===== src/rtl/rf_pkg.sv =====
// Shared defaults for the register-file write-back arbiter.
package rf_pkg;
  localparam int WIDTH      = 32;
  localparam int DEPTH_BITS = 5;
  localparam int NUM_REQ    = 3;
  localparam int ZERO_REG   = 0;
  localparam int NUM_RD     = 2;
endpackage


===== src/rtl/rr_arbiter.sv =====
// Round-robin arbiter: one-hot grant scanning upward from ptr, ptr advances past winner on accept.
module rr_arbiter #(
  parameter int N = 3
) (
  input  logic         CLK,
  input  logic         RST,
  input  logic [N-1:0] valid,
  input  logic         advance,
  output logic [N-1:0] grant
);
  localparam int PW = (N > 1) ? $clog2(N) : 1;

  logic [PW-1:0] ptr, ptr_nxt;

  always_comb begin
    int   idx;
    logic found;
    grant   = '0;
    ptr_nxt = ptr;
    found   = 1'b0;
    idx     = 0;
    for (int k = 0; k < N; k++) begin
      idx = (int'(ptr) + k) % N;
      if (!found && valid[idx]) begin
        found      = 1'b1;
        grant[idx] = 1'b1;
        ptr_nxt    = PW'((idx + 1) % N);
      end
    end
  end

  always_ff @(posedge CLK or negedge RST) begin
    if (!RST)         ptr <= '0;
    else if (advance) ptr <= ptr_nxt;
  end
endmodule


===== src/rtl/rf_wb_arbiter.sv =====
// Write-back arbiter for the register file: round-robin grant, one-stage write buffer,
// and combinational forwarding of the buffered write to both read ports.
module rf_wb_arbiter
  import rf_pkg::*;
#(
  parameter int WIDTH      = rf_pkg::WIDTH,
  parameter int DEPTH_BITS = rf_pkg::DEPTH_BITS,
  parameter int NUM_REQ    = rf_pkg::NUM_REQ
) (
  input  logic                          CLK,
  input  logic                          RST,
  input  logic [NUM_REQ-1:0]            Req_Valid,
  output logic [NUM_REQ-1:0]            Req_Ready,
  input  logic [NUM_REQ*DEPTH_BITS-1:0] Req_Addr,
  input  logic [NUM_REQ*WIDTH-1:0]      Req_Data,
  output logic                          WrEn,
  output logic [DEPTH_BITS-1:0]         WrAddress,
  output logic [WIDTH-1:0]              WrData,
  input  logic [DEPTH_BITS-1:0]         RdAddress1,
  input  logic [DEPTH_BITS-1:0]         RdAddress2,
  input  logic [WIDTH-1:0]              RfRdData1,
  input  logic [WIDTH-1:0]              RfRdData2,
  output logic [WIDTH-1:0]              RdData1,
  output logic [WIDTH-1:0]              RdData2
);
  logic [NUM_REQ-1:0]    grant;
  logic                  xfer;
  logic [DEPTH_BITS-1:0] sel_addr;
  logic [WIDTH-1:0]      sel_data;

  // Ready is held low while in reset so nothing is accepted before the pointer is sane.
  assign Req_Ready = grant & {NUM_REQ{RST}};
  assign xfer      = |(Req_Valid & Req_Ready);

  rr_arbiter #(.N(NUM_REQ)) u_arb (
    .CLK     (CLK),
    .RST     (RST),
    .valid   (Req_Valid),
    .advance (xfer),
    .grant   (grant)
  );

  always_comb begin
    sel_addr = '0;
    sel_data = '0;
    for (int i = 0; i < NUM_REQ; i++) begin
      if (grant[i]) begin
        sel_addr = Req_Addr[i*DEPTH_BITS +: DEPTH_BITS];
        sel_data = Req_Data[i*WIDTH +: WIDTH];
      end
    end
  end

  always_ff @(posedge CLK or negedge RST) begin
    if (!RST) begin
      WrEn      <= 1'b0;
      WrAddress <= '0;
      WrData    <= '0;
    end else if (xfer) begin
      WrEn      <= (sel_addr != DEPTH_BITS'(ZERO_REG));
      WrAddress <= sel_addr;
      WrData    <= sel_data;
    end else begin
      WrEn      <= 1'b0;
    end
  end

  // Per-port forwarding: x0 reads zero, buffered write beats the stale file value.
  logic [NUM_RD-1:0][DEPTH_BITS-1:0] rd_addr;
  logic [NUM_RD-1:0][WIDTH-1:0]      rf_data, rd_data;

  assign rd_addr = {RdAddress2, RdAddress1};
  assign rf_data = {RfRdData2, RfRdData1};

  for (genvar p = 0; p < NUM_RD; p++) begin : g_fwd
    always_comb begin
      if (rd_addr[p] == DEPTH_BITS'(ZERO_REG))     rd_data[p] = '0;
      else if (WrEn && (WrAddress == rd_addr[p]))  rd_data[p] = WrData;
      else                                         rd_data[p] = rf_data[p];
    end
  end

  assign RdData1 = rd_data[0];
  assign RdData2 = rd_data[1];
endmodule

===== config.mk =====
export PLATFORM = sky130hd
export DESIGN_NAME = rf_wb_arbiter
export DESIGN_NICKNAME = d
export VERILOG_FILES = /design/src/rtl/rf_pkg.sv /design/src/rtl/rr_arbiter.sv /design/src/rtl/rf_wb_arbiter.sv
export SDC_FILE = /design/constraint.sdc
export NUM_CORES = 1
export LEC_CHECK = 0
export ABC_AREA = 1
export CAP_MARGIN = 20
export CELL_PAD_IN_SITES_DETAIL_PLACEMENT = 0
export CELL_PAD_IN_SITES_GLOBAL_PLACEMENT = 2
export CORE_MARGIN = 2
export CORE_UTILIZATION = 33
export DETAILED_ROUTE_END_ITERATION = 10
export DONT_BUFFER_PORTS = 1
export PLACE_DENSITY_LB_ADDON = 0.1
export SYNTH_ARGS = -nofsm -noshare
export SYNTH_HDL_FRONTEND = slang
export SYNTH_SLANG_ARGS = --single-unit

===== constraint.sdc =====
create_clock -name CLK -period 8.7 [get_ports CLK]
set_input_delay 1.305 -clock CLK [delete_from_list [all_inputs] [get_ports CLK]]
set_output_delay 1.305 -clock CLK [all_outputs]
set_load 0.01 [all_outputs]

After elaboration in Yosys (flattened, before gate mapping) --
Index checks and enable logic that the tools add are counted. Widths: inputs -> output; s select.
Word-level totals: flip-flop bits (word level) 40, logic and storage cells 76
Cells by class: $add $sub $neg 5, div/mod/pow operators 6, $lt $le $gt $ge 6, equality and inequality tests 2, multiplexer cells 34, bitwise gates (word level) 4, reductions and logical operators 15
Operators by type and width (count):
- $mux 32 | 7
- $mod 32x3->32 const B | 5
- $add 32x2->32 const B | 3
- $ge 32x1->1 const B | 3
- $lt 32x4->1 const B | 3
- $mod 3x3->32 const B | 1
- $mux 5 | 3
- $mux 1 | 12
- $eq 5x5->1 | 2
- $logic_not 5->1 | 2
- $mux 3 | 3
- $logic_and 1x1->1 | 7
- $and 3x3->3 | 2
- $bmux 1 s2 | 3
- $demux 1 s2 | 3
- $mux 2 | 3
- $or 3x3->3 | 2
- $reduce_bool 5->1 | 1
- $add 2x1->3 const B | 1
- $add 2x2->3 const B | 1
- $reduce_bool 3->1 | 1
- $reduce_or 3->1 | 1
- $logic_not 1->1 | 2
- $reduce_and 2->1 | 1

Depth between registers and ports, before layout --
depth after elaboration 16, gate-level depth with buffers 51, depth with buffers taken out 51

By module --
From an unflattened synthesis, not the netlist that was laid out.
Second synthesis, totals: cells, all modules 922, area, all modules 5014.8 um^2
Modules (own cells, without submodules):
- rf_wb_arbiter | times used 1, cells each 699, area an instance 3724.8 um^2, sequential area each 950.9 um^2
- rr_arbiter | times used 1, cells each 223, area an instance 1290.0 um^2, sequential area each 50.0 um^2

Least setup slack after synthesis --
OpenSTA, ideal clock, no wires.
path kind input to register, start input port Req_Valid[1], end register u_arb.ptr[1], library setup time 0.116 ns, data arrival time 5.395 ns, path slack 3.189 ns, cell stages on the path 42, buffers on the path 0, path through nand2_2 nor2_2 inv_2 nand2_1 nand2_2 o21ai_0 inv_1 o21ai_0 inv_1 ha_1 inv_1 nand3_1 nand2_1 nand2_1 nand2_2 xor2_4 inv_2 nand3_2 [... 6 more ...] nand2_1 inv_1 ha_1 inv_1 nand2_1 nor2_2 nand3_1 nand2_1 inv_1 ha_1 inv_1 nand3_2 nand2_1 nand2_1 nand3_1 nand2_1 nand2_1 nand2_1
On the way: cells in the longest elaborated chain, start to end 14, elaborated cells between the ends (all ways) 27, classes of those cells mux (16); bitwise (4); reduce/logical (7)
Ends and longest elaborated chain:
- start: declaration | line rf_wb_arbiter.sv:12 | input logic [NUM_REQ-1:0] Req_Valid,
- $bmux 1 s2 | line rr_arbiter.sv:24 | if (!found && valid[idx]) begin
- $mux 1 (not written as such) (2 in a row) | line rr_arbiter.sv:24
- $mux 1 | line rr_arbiter.sv:24
- $logic_not 1->1 | line rr_arbiter.sv:24
- $logic_and 1x1->1 | line rr_arbiter.sv:24
- $mux 1 | line rr_arbiter.sv:24
- $logic_not 1->1 | line rr_arbiter.sv:24
- $logic_and 1x1->1 | line rr_arbiter.sv:24
- $mux 3 | line rr_arbiter.sv:24
- $and 3x3->3 | line rf_wb_arbiter.sv:32 | assign Req_Ready = grant & {NUM_REQ{RST}};
- $and 3x3->3 | line rf_wb_arbiter.sv:33 | assign xfer = |(Req_Valid & Req_Ready);
- $reduce_or 3->1 | line rf_wb_arbiter.sv:33
- $reduce_and 2->1 (no source line)
- end signal: assignment | line rr_arbiter.sv:34 | else if (advance) ptr <= ptr_nxt;
- end: declaration | line rr_arbiter.sv:13 | logic [PW-1:0] ptr, ptr_nxt;
Several ways; a longest one is shown, not always the timed one. The select of a mux whose other input is x is not followed. A chain may end at the register's enable or synchronous reset.

Worst setup path after layout --
start register u_arb.ptr[1], end register u_arb.ptr[1]
On the way: cells in the longest elaborated chain, start to end 15, elaborated cells between the ends (all ways) 54, classes of those cells add/sub (5); div (6); order compare (6); mux (23); bitwise (4); reduce/logical (10)
Ends and longest elaborated chain:
- parallel branches: the longest is 15 deep, another holds $mod 32x3->32
Several ways; the timed one is not identified. The select of a mux whose other input is x is not followed.

==> flow_metrics.py <==
metrics = {
    "floorplan": {
        "die_height_microns": 125,
        "ios": 295,
        "coreArea_sq_um": 14400,
        "fp-row-count": 44,
        "dieArea_sq_um": 15500,
        "start_util_pct": 33.4,
        "die_x_microns": 125,
    },
    "cells_and_area": {
        "drive_gt1_share_pct": 16.2,
        "stdcell_area_sq_um": 5160,
        "n_antenna_cell": 0,
        "nNetsFinal": 940,
        "area_delta_synth_final_pct": 7.40,
        "num-fill-cells": 1575,
    },
    "cts": {
        "cts-hold-fix-buffers": 0,
        "clkSlewWorstSetupHoldPaths_ns": 0.07,
        "cts_tree": "yes",
        "cts_made_buffers": 5,
        "cts-resized-gates": 0,
        "clock_path_buffers": 2,
        "cts_root_buf": "clkbuf_16",
        "cts_setup_buffers": 0,
        "worst_skew_pair.late_latency_ns": 0.29,
        "htreeDepth": 2,
        "cts.sinks": 40,
    },
    "setup_path": {
        "worstPathMaxFanout": 8,
        "start_kind": "flop",
        "critical_path_class": "flop to flop",
        "startpoint": "u_arb.ptr[1]",
        "crit_path_top_delay_cell": "dfrtp_1",
        "worstPathRequired_ns": 8.88,
        "slowest_delay_ns": 0.53,
        "critPathCaptureType": "flop",
        "reg2reg_from": "u_arb.ptr[1]",
        "cp.arrival_ns": 6.21,
    },
    "synth": {
        "syn-cell-area_sq_um": 4800,
        "synthTopCellsByCount": "nand2_1, a21oi_1, o21ai_0",
        "syn_avg_cell_area_sq_um": 6.26,
        "yosysWarnings": 0,
        "ys_types": 40,
        "syn_nets": 973,
        "ys_top_cells_by_area": "dfrtp_1, nand2_1, a21oi_1, o21ai_0, inv_1",
        "synth_seq_area_share_pct": 20.8,
        "synth_top_area_cell": "dfrtp_1",
        "synth_edf_count": 0,
        "synth-seq-cells": 40,
        "synth_top_area_share_pct": 20.8,
        "synthFlopType": "dfrtp_1",
        "synth_most_common_cell": "nand2_1",
        "synthArstFlopShare_pct": 100,
        "netlist_instances": 767,
    },
    "pwr": {
        "p_leak_nw": 2.32,
        "power_mw": 3.25,
        "ir_worst_vdd_mv": 0.395,
        "pwr_density_cell_nw_per_um2": 629,
    },
    "routing": {
        "vias": 5212,
        "wire_per_inst_microns": 21.1,
        "drcViolationCount": 0,
        "detail_route.first_pass.iterations": 5,
        "ant_nets": 0,
        "drt_first_iter_violations": 289,
        "routed_via_density": 5.67,
        "wl_mm": 19.4,
    },
    "placed_design": {
        "place_hpwl_mm": 14.2,
        "place_area_sq_um": 5000,
        "port_buffers": 0,
        "gp_congestion": 0.945,
    },
    "min_path": {
        "hp-start": "WrData[15]",
        "hold_path_class": "flop to flop",
    },
    "timing": {
        "finClkSkew_ns": 0.00685,
        "tightest_slew_ns": 1.05,
        "setup_viol": 0,
        "hold_viol": 0,
        "finalCritPeriodShare_pct": 69.3,
        "tns_ns": 0,
        "slew_headroom_pct": 30.0,
        "report.final.slew_viol_count": 0,
        "period_minus_slack_ns": 6.03,
        "timing.fmax_ghz": 0.166,
        "rsz0062_at_grt": "no",
    },
    "global_route": {
        "grt_max_degree": 69,
        "grt_pass1_vias": 5136,
        "antenna_found_initial": 0,
        "grt.overflow.total": 0,
        "grt_usage_pct": 24.1,
        "grt_pass1_wl_mm": 29.4,
    },
    "status": {
        "status": "finished clean",
    },
    "flow_run": {
        "cap_violations": 0,
    },
}
final timing paths:
kind	to	slack [ns]	cells past startpoint
max	u_arb.ptr[1]	2.67	46
min	WrData[15]	0.64	2
max reg2reg	u_arb.ptr[1]	2.67	46
min reg2reg	WrData[15]	0.64	2
max in group asynchronous	WrAddress[3]	7.89	0
min in group asynchronous	WrData[14]	0.70	0
metrics by stage:
stage	setup WS [ns]	util [%]	hold WS, ns	cells
after global placement	2.82	34.8	0.624	911
after floorplan	3.19	-	0.536	767
after detailed placement	2.70	34.8	0.626	911
after global routing	2.05	35.9	0.661	919
after CTS	2.67	35.9	0.641	919
final	2.67	35.9	0.641	919
power breakdown:
group / switching [mW] / total [mW] / internal, mW
registers: 0.146 / 0.424 / 0.278
logic: 1.80 / 2.62 / 0.827
clock network: 0.0857 / 0.200 / 0.114
routing by layer:
layer  global-route usage (%)  part of all wire (%)  vias up
met4                     8.06                   2.5        0
met1                     30.4                    43     2413
met5                        0                     0        -
met3                     5.37                   7.7       33
li1                         -                     -     2519
met2                     40.5                    47      247
logic make-up (layout without fill, tap and decap cells):
logic type	count (synthesis)	in the layout	synth area share, %
flip-flops	40	40	20.8
AO/OA/AOI/OAI	240	240	27.6
adder cells (fa/ha/maj)	16	16	4.17
AND/OR/NAND/NOR	318	318	34.2
XOR/XNOR	7	7	1.67
buffers and inverters	146	114	11.5
registers in the layout (all words and copies together) (netlist names):
signal and cells:
WrAddress 5, WrEn 1, WrData 32, u_arb.ptr 2
layout make-up:
type | instances | area [sq um] | area share (%)
multi-input combinational | 581 | 3330 | 64.5
sequential | 40 | 1000 | 19.4
inverter | 94 | 355 | 6.89
tap | 184 | 230 | 4.46
clock buffer | 6 | 139 | 2.69
timing repair buffer | 12 | 90.1 | 1.75
clock inverter | 2 | 15.0 | 0.291
worst max-delay path: cells and delay by family, from the launching register on:
kind	cells	cell delay (ns)
simple gates	26	2.44
fa+ha+maj	5	1.35
buf+inv	13	1.17
flops	1	0.53
compound gates	2	0.40
cells in the final DEF, fill, tap and decap left out, types with 3 or more instances in the layout:
cell / Yosys / layout
nand3_2: 8 / 9
inv_1: 81 / 81
inv_2: 12 / 12
nand4_1: 41 / 41
nand2_1: 163 / 163
nand2_4: 5 / 5
o211ai_1: 32 / 32
o22ai_1: 5 / 5
nand2_2: 14 / 14
clkbuf_16: 0 / 5
buf_4: 0 / 12
xor2_1: 4 / 4
o21ai_2: 3 / 3
nor2_2: 4 / 4
nor2_1: 10 / 10
a21oi_4: 1 / 4
dfrtp_1: 40 / 40
o21ai_4: 1 / 3
ha_1: 16 / 16
a21oi_1: 107 / 104
nand3_1: 26 / 25
or2_2: 33 / 33
o21ai_0: 88 / 86
Note: power is estimated with default switching activity, not from simulation.
